File: src/rtl/vx_ipdom_ctrl_if.sv
// Request/response channel between the issue/branch stage, the IPDOM controller and the warp scheduler.
interface vx_ipdom_ctrl_if #(
  parameter int unsigned NUM_WARPS   = 4,
  parameter int unsigned NUM_THREADS = 4,
  parameter int unsigned PC_WIDTH    = 32
);
  localparam int unsigned WIDW = $clog2(NUM_WARPS);

  logic                   req_valid;
  logic                   req_ready;
  logic [WIDW-1:0]        req_wid;
  logic                   req_is_split;
  logic [NUM_THREADS-1:0] req_then_tmask;
  logic [NUM_THREADS-1:0] req_else_tmask;
  logic [PC_WIDTH-1:0]    req_else_pc;

  logic                   rsp_valid;
  logic                   rsp_ready;
  logic [WIDW-1:0]        rsp_wid;
  logic [NUM_THREADS-1:0] rsp_tmask;
  logic                   rsp_redirect;
  logic [PC_WIDTH-1:0]    rsp_pc;

  modport master (
    output req_valid, req_wid, req_is_split, req_then_tmask, req_else_tmask, req_else_pc,
    output rsp_ready,
    input  req_ready,
    input  rsp_valid, rsp_wid, rsp_tmask, rsp_redirect, rsp_pc
  );

  modport slave (
    input  req_valid, req_wid, req_is_split, req_then_tmask, req_else_tmask, req_else_pc,
    input  rsp_ready,
    output req_ready,
    output rsp_valid, rsp_wid, rsp_tmask, rsp_redirect, rsp_pc
  );
endinterface

File: src/rtl/vx_ipdom_ctrl.sv
// Split/join sequencer driving per-warp IPDOM stacks; registered join response,
// per-warp pending-join counters and sticky overflow/underflow flags.
module vx_ipdom_ctrl #(
  parameter int unsigned NUM_WARPS   = 4,
  parameter int unsigned NUM_THREADS = 4,
  parameter int unsigned PC_WIDTH    = 32,
  parameter int unsigned DEPTH       = 8,
  localparam int unsigned WIDW = $clog2(NUM_WARPS),
  localparam int unsigned ENTW = NUM_THREADS + PC_WIDTH,
  localparam int unsigned CNTW = $clog2(DEPTH) + 1
) (
  input  logic                           clk,
  input  logic                           reset,
  vx_ipdom_ctrl_if.slave                 io,
  output logic [NUM_WARPS-1:0]           stk_push,
  output logic [NUM_WARPS-1:0]           stk_pop,
  output logic                           stk_pair,
  output logic [ENTW-1:0]                stk_q1,
  output logic [ENTW-1:0]                stk_q2,
  input  logic [NUM_WARPS-1:0][ENTW-1:0] stk_d,
  input  logic [NUM_WARPS-1:0]           stk_index,
  input  logic [NUM_WARPS-1:0]           stk_empty,
  input  logic [NUM_WARPS-1:0]           stk_full,
  output logic [NUM_WARPS-1:0][CNTW-1:0] pending,
  output logic [NUM_WARPS-1:0]           err_ovf,
  output logic [NUM_WARPS-1:0]           err_udf,
  input  logic [NUM_WARPS-1:0]           err_clear
);

  logic                           r_rsp_valid;
  logic [WIDW-1:0]                r_rsp_wid;
  logic [NUM_THREADS-1:0]         r_rsp_tmask;
  logic                           r_rsp_redirect;
  logic [PC_WIDTH-1:0]            r_rsp_pc;
  logic [NUM_WARPS-1:0][CNTW-1:0] r_pending;
  logic [NUM_WARPS-1:0]           r_err_ovf;
  logic [NUM_WARPS-1:0]           r_err_udf;

  logic                   w_req_ready;
  logic                   w_fire;
  logic                   w_split;
  logic                   w_join;
  logic                   w_divergent;
  logic                   w_push_ok;
  logic                   w_pop_ok;
  logic [NUM_WARPS-1:0]   w_wid_oh;
  logic [CNTW-1:0]        w_cur_pend;
  logic [ENTW-1:0]        w_top;
  logic [NUM_THREADS-1:0] w_rsp_tmask;
  logic                   w_rsp_redirect;
  logic [PC_WIDTH-1:0]    w_rsp_pc;
  logic [NUM_WARPS-1:0]   w_ovf_set;
  logic [NUM_WARPS-1:0]   w_udf_set;

  // Single output register: accept whenever the held response drains this cycle.
  assign w_req_ready = !reset && (!r_rsp_valid || io.rsp_ready);
  assign w_fire      = io.req_valid && w_req_ready;
  assign w_split     = w_fire && io.req_is_split;
  assign w_join      = w_fire && !io.req_is_split;
  assign w_wid_oh    = NUM_WARPS'(1) << io.req_wid;
  assign w_cur_pend  = r_pending[io.req_wid];
  assign w_top       = stk_d[io.req_wid];

  assign w_divergent = (|io.req_then_tmask) && (|io.req_else_tmask);
  assign w_push_ok   = w_split && !stk_full[io.req_wid];
  assign w_pop_ok    = w_join && (w_cur_pend != '0) && !stk_empty[io.req_wid];

  // Stack write port: q1 is the reconvergence entry, q2 the else-path entry.
  always_comb begin
    stk_push = '0;
    stk_pop  = '0;
    stk_pair = 1'b0;
    stk_q1   = {io.req_then_tmask | io.req_else_tmask, PC_WIDTH'(0)};
    stk_q2   = {io.req_else_tmask, io.req_else_pc};
    if (w_push_ok) begin
      stk_push = w_wid_oh;
      stk_pair = w_divergent;
    end else if (w_pop_ok) begin
      stk_pop = w_wid_oh;
    end
  end

  // Index 0 marks the else-path half of a pair: redirect; index 1 reconverges.
  always_comb begin
    w_rsp_tmask    = '0;
    w_rsp_redirect = 1'b0;
    w_rsp_pc       = '0;
    if (w_pop_ok) begin
      w_rsp_tmask    = w_top[ENTW-1 -: NUM_THREADS];
      w_rsp_redirect = !stk_index[io.req_wid];
      if (!stk_index[io.req_wid]) begin
        w_rsp_pc = w_top[PC_WIDTH-1:0];
      end
    end
  end

  assign w_ovf_set = (w_split && !w_push_ok) ? w_wid_oh : '0;
  assign w_udf_set = (w_join && !w_pop_ok) ? w_wid_oh : '0;

  always_ff @(posedge clk) begin
    if (reset) begin
      r_rsp_valid    <= 1'b0;
      r_rsp_wid      <= '0;
      r_rsp_tmask    <= '0;
      r_rsp_redirect <= 1'b0;
      r_rsp_pc       <= '0;
      r_pending      <= '0;
      r_err_ovf      <= '0;
      r_err_udf      <= '0;
    end else begin
      if (w_join) begin
        r_rsp_valid    <= 1'b1;
        r_rsp_wid      <= io.req_wid;
        r_rsp_tmask    <= w_rsp_tmask;
        r_rsp_redirect <= w_rsp_redirect;
        r_rsp_pc       <= w_rsp_pc;
      end else if (io.rsp_ready) begin
        r_rsp_valid <= 1'b0;
      end

      for (int w = 0; w < int'(NUM_WARPS); w++) begin
        if (w_push_ok && (io.req_wid == WIDW'(w))) begin
          r_pending[w] <= r_pending[w] + (w_divergent ? CNTW'(2) : CNTW'(1));
        end else if (w_pop_ok && (io.req_wid == WIDW'(w))) begin
          r_pending[w] <= r_pending[w] - CNTW'(1);
        end
      end

      // A same-cycle set takes priority over the clear.
      r_err_ovf <= (r_err_ovf & ~err_clear) | w_ovf_set;
      r_err_udf <= (r_err_udf & ~err_clear) | w_udf_set;
    end
  end

  assign io.req_ready    = w_req_ready;
  assign io.rsp_valid    = r_rsp_valid;
  assign io.rsp_wid      = r_rsp_wid;
  assign io.rsp_tmask    = r_rsp_tmask;
  assign io.rsp_redirect = r_rsp_redirect;
  assign io.rsp_pc       = r_rsp_pc;
  assign pending         = r_pending;
  assign err_ovf         = r_err_ovf;
  assign err_udf         = r_err_udf;

endmodule
File: src/flat_wrapper.sv
// flat-port wrapper written by rule: the top's interface ports become plain ports
module vx_ipdom_ctrl_flat 
#(
  parameter int unsigned NUM_WARPS   = 4,
  parameter int unsigned NUM_THREADS = 4,
  parameter int unsigned PC_WIDTH    = 32,
  parameter int unsigned DEPTH       = 8,
  localparam int unsigned WIDW = $clog2(NUM_WARPS),
  localparam int unsigned ENTW = NUM_THREADS + PC_WIDTH,
  localparam int unsigned CNTW = $clog2(DEPTH) + 1
)
  (clk, reset, stk_push, stk_pop, stk_pair, stk_q1, stk_q2, stk_d, stk_index, stk_empty, stk_full, pending, err_ovf, err_udf, err_clear, io_req_valid, io_req_wid, io_req_is_split, io_req_then_tmask, io_req_else_tmask, io_req_else_pc, io_rsp_ready, io_req_ready, io_rsp_valid, io_rsp_wid, io_rsp_tmask, io_rsp_redirect, io_rsp_pc);
  vx_ipdom_ctrl_if #(.NUM_WARPS(NUM_WARPS), .NUM_THREADS(NUM_THREADS), .PC_WIDTH(PC_WIDTH)) io_i ();
  input  logic clk;
  input  logic reset;
  output logic [NUM_WARPS-1:0] stk_push;
  output logic [NUM_WARPS-1:0] stk_pop;
  output logic stk_pair;
  output logic [ENTW-1:0] stk_q1;
  output logic [ENTW-1:0] stk_q2;
  input  logic [NUM_WARPS-1:0][ENTW-1:0] stk_d;
  input  logic [NUM_WARPS-1:0] stk_index;
  input  logic [NUM_WARPS-1:0] stk_empty;
  input  logic [NUM_WARPS-1:0] stk_full;
  output logic [NUM_WARPS-1:0][CNTW-1:0] pending;
  output logic [NUM_WARPS-1:0] err_ovf;
  output logic [NUM_WARPS-1:0] err_udf;
  input  logic [NUM_WARPS-1:0] err_clear;
  input wire logic [$bits(io_i.req_valid)-1:0] io_req_valid;
  input wire logic [$bits(io_i.req_wid)-1:0] io_req_wid;
  input wire logic [$bits(io_i.req_is_split)-1:0] io_req_is_split;
  input wire logic [$bits(io_i.req_then_tmask)-1:0] io_req_then_tmask;
  input wire logic [$bits(io_i.req_else_tmask)-1:0] io_req_else_tmask;
  input wire logic [$bits(io_i.req_else_pc)-1:0] io_req_else_pc;
  input wire logic [$bits(io_i.rsp_ready)-1:0] io_rsp_ready;
  output wire logic [$bits(io_i.req_ready)-1:0] io_req_ready;
  output wire logic [$bits(io_i.rsp_valid)-1:0] io_rsp_valid;
  output wire logic [$bits(io_i.rsp_wid)-1:0] io_rsp_wid;
  output wire logic [$bits(io_i.rsp_tmask)-1:0] io_rsp_tmask;
  output wire logic [$bits(io_i.rsp_redirect)-1:0] io_rsp_redirect;
  output wire logic [$bits(io_i.rsp_pc)-1:0] io_rsp_pc;
  assign io_i.req_valid = io_req_valid;
  assign io_i.req_wid = io_req_wid;
  assign io_i.req_is_split = io_req_is_split;
  assign io_i.req_then_tmask = io_req_then_tmask;
  assign io_i.req_else_tmask = io_req_else_tmask;
  assign io_i.req_else_pc = io_req_else_pc;
  assign io_i.rsp_ready = io_rsp_ready;
  assign io_req_ready = io_i.req_ready;
  assign io_rsp_valid = io_i.rsp_valid;
  assign io_rsp_wid = io_i.rsp_wid;
  assign io_rsp_tmask = io_i.rsp_tmask;
  assign io_rsp_redirect = io_i.rsp_redirect;
  assign io_rsp_pc = io_i.rsp_pc;
  vx_ipdom_ctrl #(.NUM_WARPS(NUM_WARPS), .NUM_THREADS(NUM_THREADS), .PC_WIDTH(PC_WIDTH), .DEPTH(DEPTH)) u_core (.clk(clk), .reset(reset), .io(io_i), .stk_push(stk_push), .stk_pop(stk_pop), .stk_pair(stk_pair), .stk_q1(stk_q1), .stk_q2(stk_q2), .stk_d(stk_d), .stk_index(stk_index), .stk_empty(stk_empty), .stk_full(stk_full), .pending(pending), .err_ovf(err_ovf), .err_udf(err_udf), .err_clear(err_clear));
endmodule
File: config.mk
export PLATFORM = sky130hd
export DESIGN_NAME = vx_ipdom_ctrl_flat
export DESIGN_NICKNAME = d
export VERILOG_FILES = /design/src/rtl/vx_ipdom_ctrl_if.sv /design/src/rtl/vx_ipdom_ctrl.sv /design/src/flat_wrapper.sv
export SDC_FILE = /design/constraint.sdc
export NUM_CORES = 1
export LEC_CHECK = 0
export CAP_MARGIN = 10
export CORE_AREA = 2 2 138 140
export CTS_CLUSTER_SIZE = 20
export DETAILED_ROUTE_END_ITERATION = 6
export DIE_AREA = 0 0 140 142
export GPL_TIMING_DRIVEN = 0
export PLACE_DENSITY = 0.66
export SYNTH_ARGS = -nofsm -noshare
export SYNTH_HDL_FRONTEND = slang
export SYNTH_SLANG_ARGS = --single-unit
File: constraint.sdc
create_clock -name clk -period 8.25 [get_ports clk]
set_input_delay 1.2375 -clock clk [delete_from_list [all_inputs] [get_ports clk]]
set_output_delay 1.2375 -clock clk [all_outputs]
set_load 0.01 [all_outputs]
==> results_dict.tcl, run 1 <==
set metrics [dict create \
    status "finished, violations left" \
    violations "DRC" \
    synth_warnings 0 \
    min_period_over_period_pct 68.4 \
    die_area_sq_mm 0.0199 \
    num_antenna_cells 0 \
    maxCapViolations 0 \
    async_flop_share_pct 0 \
    grt_pass1_wl_um 26400 \
    clkLatencyLatePin_ns 0.34 \
    rsz0062_at_grt "no" \
    r2r_slack_ns 5.17 \
    critPathArrivalTime_ns 4.41 \
    total_power_uw 929 \
    ys_types 44 \
    slew_headroom_pct 32.4 \
    cts_root_buf "clkbuf_16" \
    flow.area_growth_from_synthesis_pct 77.7 \
    hold_buffers 0 \
    setup_tns_ns 0 \
    ys_seq_elements 64 \
    grt-ovfl-total 0 \
    fin_crit_ns 5.64 \
    hold_depth 2 \
    grt_pass1_vias 4757 \
    ys_seq_area_share_pct 28.0 \
    hold_violations 0 \
    pwr_density_cell_mw_per_mm2 114 \
    total_leakage_power_nw 3.23 \
    place_ws_ns 2.63 \
    drt_pass1_iterations 7 \
    drc 17 \
    clockBufferDepth 2 \
    whs_ns 0.448 \
    place_hpwl_um 14300 \
    timing.fmax_ghz 0.177 \
    fillers 1811 \
    place.port_buffers 287 \
    cts.clk_slew.worst_paths_ns 0.05 \
    cts_sinks 64 \
    cts-resized-gates 0 \
    nets 1049 \
    avgSynthCellArea_sq_um 9.21 \
    worstHoldPathType "register to register" \
    die_y_um 142 \
    drv_slew 0 \
    ys.flop_type "dfxtp_1" \
    rows 50 \
    r2r_cells 11 \
    cp.required_ns 7.01 \
    ant_nets 0 \
    reg2reg_to "u_core.pending[7]" \
    holdCritStartpoint "u_core.io.rsp_pc[5]" \
    coreArea_sq_mm 0.0185 \
    setup_viol 0 \
    io_pins 353 \
    num_vias 4764 \
    whs_endpoint "u_core.io.rsp_pc[5]" \
    routed_wl_um 17400 \
    netlist_instances 497 \
    cp_max_fo 10 \
    syn-cell-area_sq_mm 0.00458 \
    drive_gt1_share_pct 17.2 \
    place.gp.congestion 0.790 \
    cts_setup_buffers 0 \
    rr_startpoint "u_core.io.rsp_valid" \
    setup.worst_path.end_class "output pin" \
    grt_max_degree 11 \
    cp_num_buf_inv 4 \
    ir_drop_mv 0.0832 \
    finClkSkew_ns 0.00608 \
    wl_per_cell_um 16.4 \
    layout_commonest_cell "clkdlybuf4s50_1" \
    critical_path_class "input port to output pin" \
    cp-startpoint "io_req_wid[1]" \
    cts_tree "built" \
    cts_made_buffers 9 \
    startpoint_type "input port" \
    grt.total_usage_pct 17.2 \
    path_cells "clkdlybuf4s50_1 -> clkbuf_1 -> mux4_2 -> nor4b_4 -> buf_4 -> and2b_1 -> clkdlybuf4s50_1" \
    drt_iter0_drc 208 \
    synth-edff-count 0 \
    vias_per_cell 4.48 \
    initial_utilization_pct 24.8 \
    worst_slack_ns 2.61 \
    place_area_sq_mm 0.00786 \
    worstMarginPinSlew_ns 1.01 \
    cts-htree-levels 3 \
    crit_family "buffers and inverters" \
    final_cell_mix "287 x clkdlybuf4s50_1, 69 x buf_4, 64 x dfxtp_1" \
    grt_antenna_before_repair 0 \
    design_area_sq_mm 0.00814 \
    worst_path_max_delay_cell "clkdlybuf4s50_1" \
    dieWidth_um 140 \
    cp_common_cell "clkdlybuf4s50_1" \
    cpPeakStageDelay_ns 0.58 \
]
[stage by stage]
stage,instances,util (%)
floorplan,528,-
global placement,1049,42.6
detailed placement,1049,42.6
CTS,1063,44.1
global route,1063,44.1
finish,1063,44.1
[cell type report]
| class | instances | area, sq um | area share [%] |
|---|---|---|---|
| tap | 234 | 293 | 3.60 |
| clock buffer | 10 | 229 | 2.81 |
| timing repair buffer | 287 | 2870 | 35.3 |
| buffer | 100 | 654 | 8.04 |
| clock inverter | 4 | 47.5 | 0.584 |
| multi-input combinational | 321 | 2600 | 31.9 |
| inverter | 43 | 161 | 1.98 |
| sequential | 64 | 1280 | 15.7 |
[synth_stat cells (all sizes together), types with 2 or more instances]
| cell | count | area share (%) |
|---|---|---|
| or2 | 5 | 0.68 |
| nand2 | 50 | 4.1 |
| a21oi | 21 | 2.4 |
| and2 | 2 | 0.27 |
| and4b | 3 | 0.66 |
| nor3 | 6 | 0.66 |
| nand4b | 3 | 0.57 |
| o22a | 2 | 0.38 |
| a221oi | 4 | 1.3 |
| clkbuf | 17 | 1.4 |
| nor4 | 7 | 0.96 |
| dfxtp | 64 | 28 |
| or3 | 4 | 0.55 |
| o2111ai | 3 | 0.57 |
| ha | 12 | 3.3 |
| nand3 | 3 | 0.33 |
| a32oi | 4 | 0.77 |
| a21o | 6 | 0.98 |
| xor2 | 3 | 0.57 |
| mux4 | 39 | 19 |
| buf | 83 | 13 |
| fa | 4 | 1.7 |
| a22oi | 8 | 1.3 |
| or4 | 2 | 0.33 |
| nand2b | 8 | 1.1 |
| nor2b | 4 | 0.55 |
| inv | 43 | 3.5 |
| nor2 | 25 | 2.0 |
| o211ai | 20 | 3.3 |
| o21ai | 32 | 3.5 |
[worst reg2reg max path, delay by kind of cell, from the launching register on]
family | cells | cell delay [ns]
compound gates | 4 | 0.86
flops | 1 | 0.30
fa+ha+maj | 1 | 0.30
simple gates | 5 | 1.20
buf+inv | 1 | 0.28
[per-layer routing]
metal,global-route usage (%),part of all wire (%)
met1,21.2,41
met2,29.6,51
met3,5.22,7.1
met4,4.36,0.79
met5,0,0
[logic make-up after synthesis]
kind of cell / share of synthesized area [%]
buf+inv: 17.8
simple gates: 13.9
flops: 28.0
other cells: 0.0819
xor+xnor: 0.765
fa+ha+maj: 5.03
compound gates: 15.3
mux: 19.2
[flip-flops by register name, summed over array words and instances, names as in the netlist]
name,count
u_core.io.rsp_pc,32
u_core.io.rsp_wid,2
u_core.pending,16
u_core.io.rsp_tmask,4
u_core.io.rsp_redirect,1
u_core.err_ovf,4
u_core.io.rsp_valid,1
u_core.err_udf,4
[report_power, final]
group | switching (mW) | total (mW) | internal [mW]
Clock | 0.141 | 0.371 | 0.229
Sequential | 0.00265 | 0.315 | 0.312
Combinational | 0.0853 | 0.244 | 0.158
Total | 0.229 | 0.929 | 0.700
[worst max-delay path by stage]
stage                               endpoint  slack [ns]  depth (start not counted)
final                               stk_pair        2.61                          7
after global placement              stk_pair        2.61                          7
after floorplan           u_core.pending[11]        4.16                         12
after global routing                stk_pair        2.48                          7
after CTS                           stk_pair        2.62                          7
after detailed placement            stk_pair        2.63                          7
Note: power is estimated with default switching activity, not from simulation.
==> run 2: changes to the inputs <==
==> constraint.sdc (replaced) <==
create_clock -name clk -period 5.4 [get_ports clk]
set_input_delay 0.81 -clock clk [delete_from_list [all_inputs] [get_ports clk]]
set_output_delay 0.81 -clock clk [all_outputs]
set_load 0.01 [all_outputs]
==> results of run 2 <==
The final DEF is identical to that of run 1. Status: finished, violations left: DRC.
Main changes from that run: setup slack after placement 2.63 ns -> 0.524 ns; setup slack after layout 2.61 ns -> 0.611 ns; register-to-register setup slack 5.17 ns -> 2.32 ns; total power 0.929 mW -> 1.42 mW; worst IR drop on VDD 0.0832 mV -> 0.127 mV
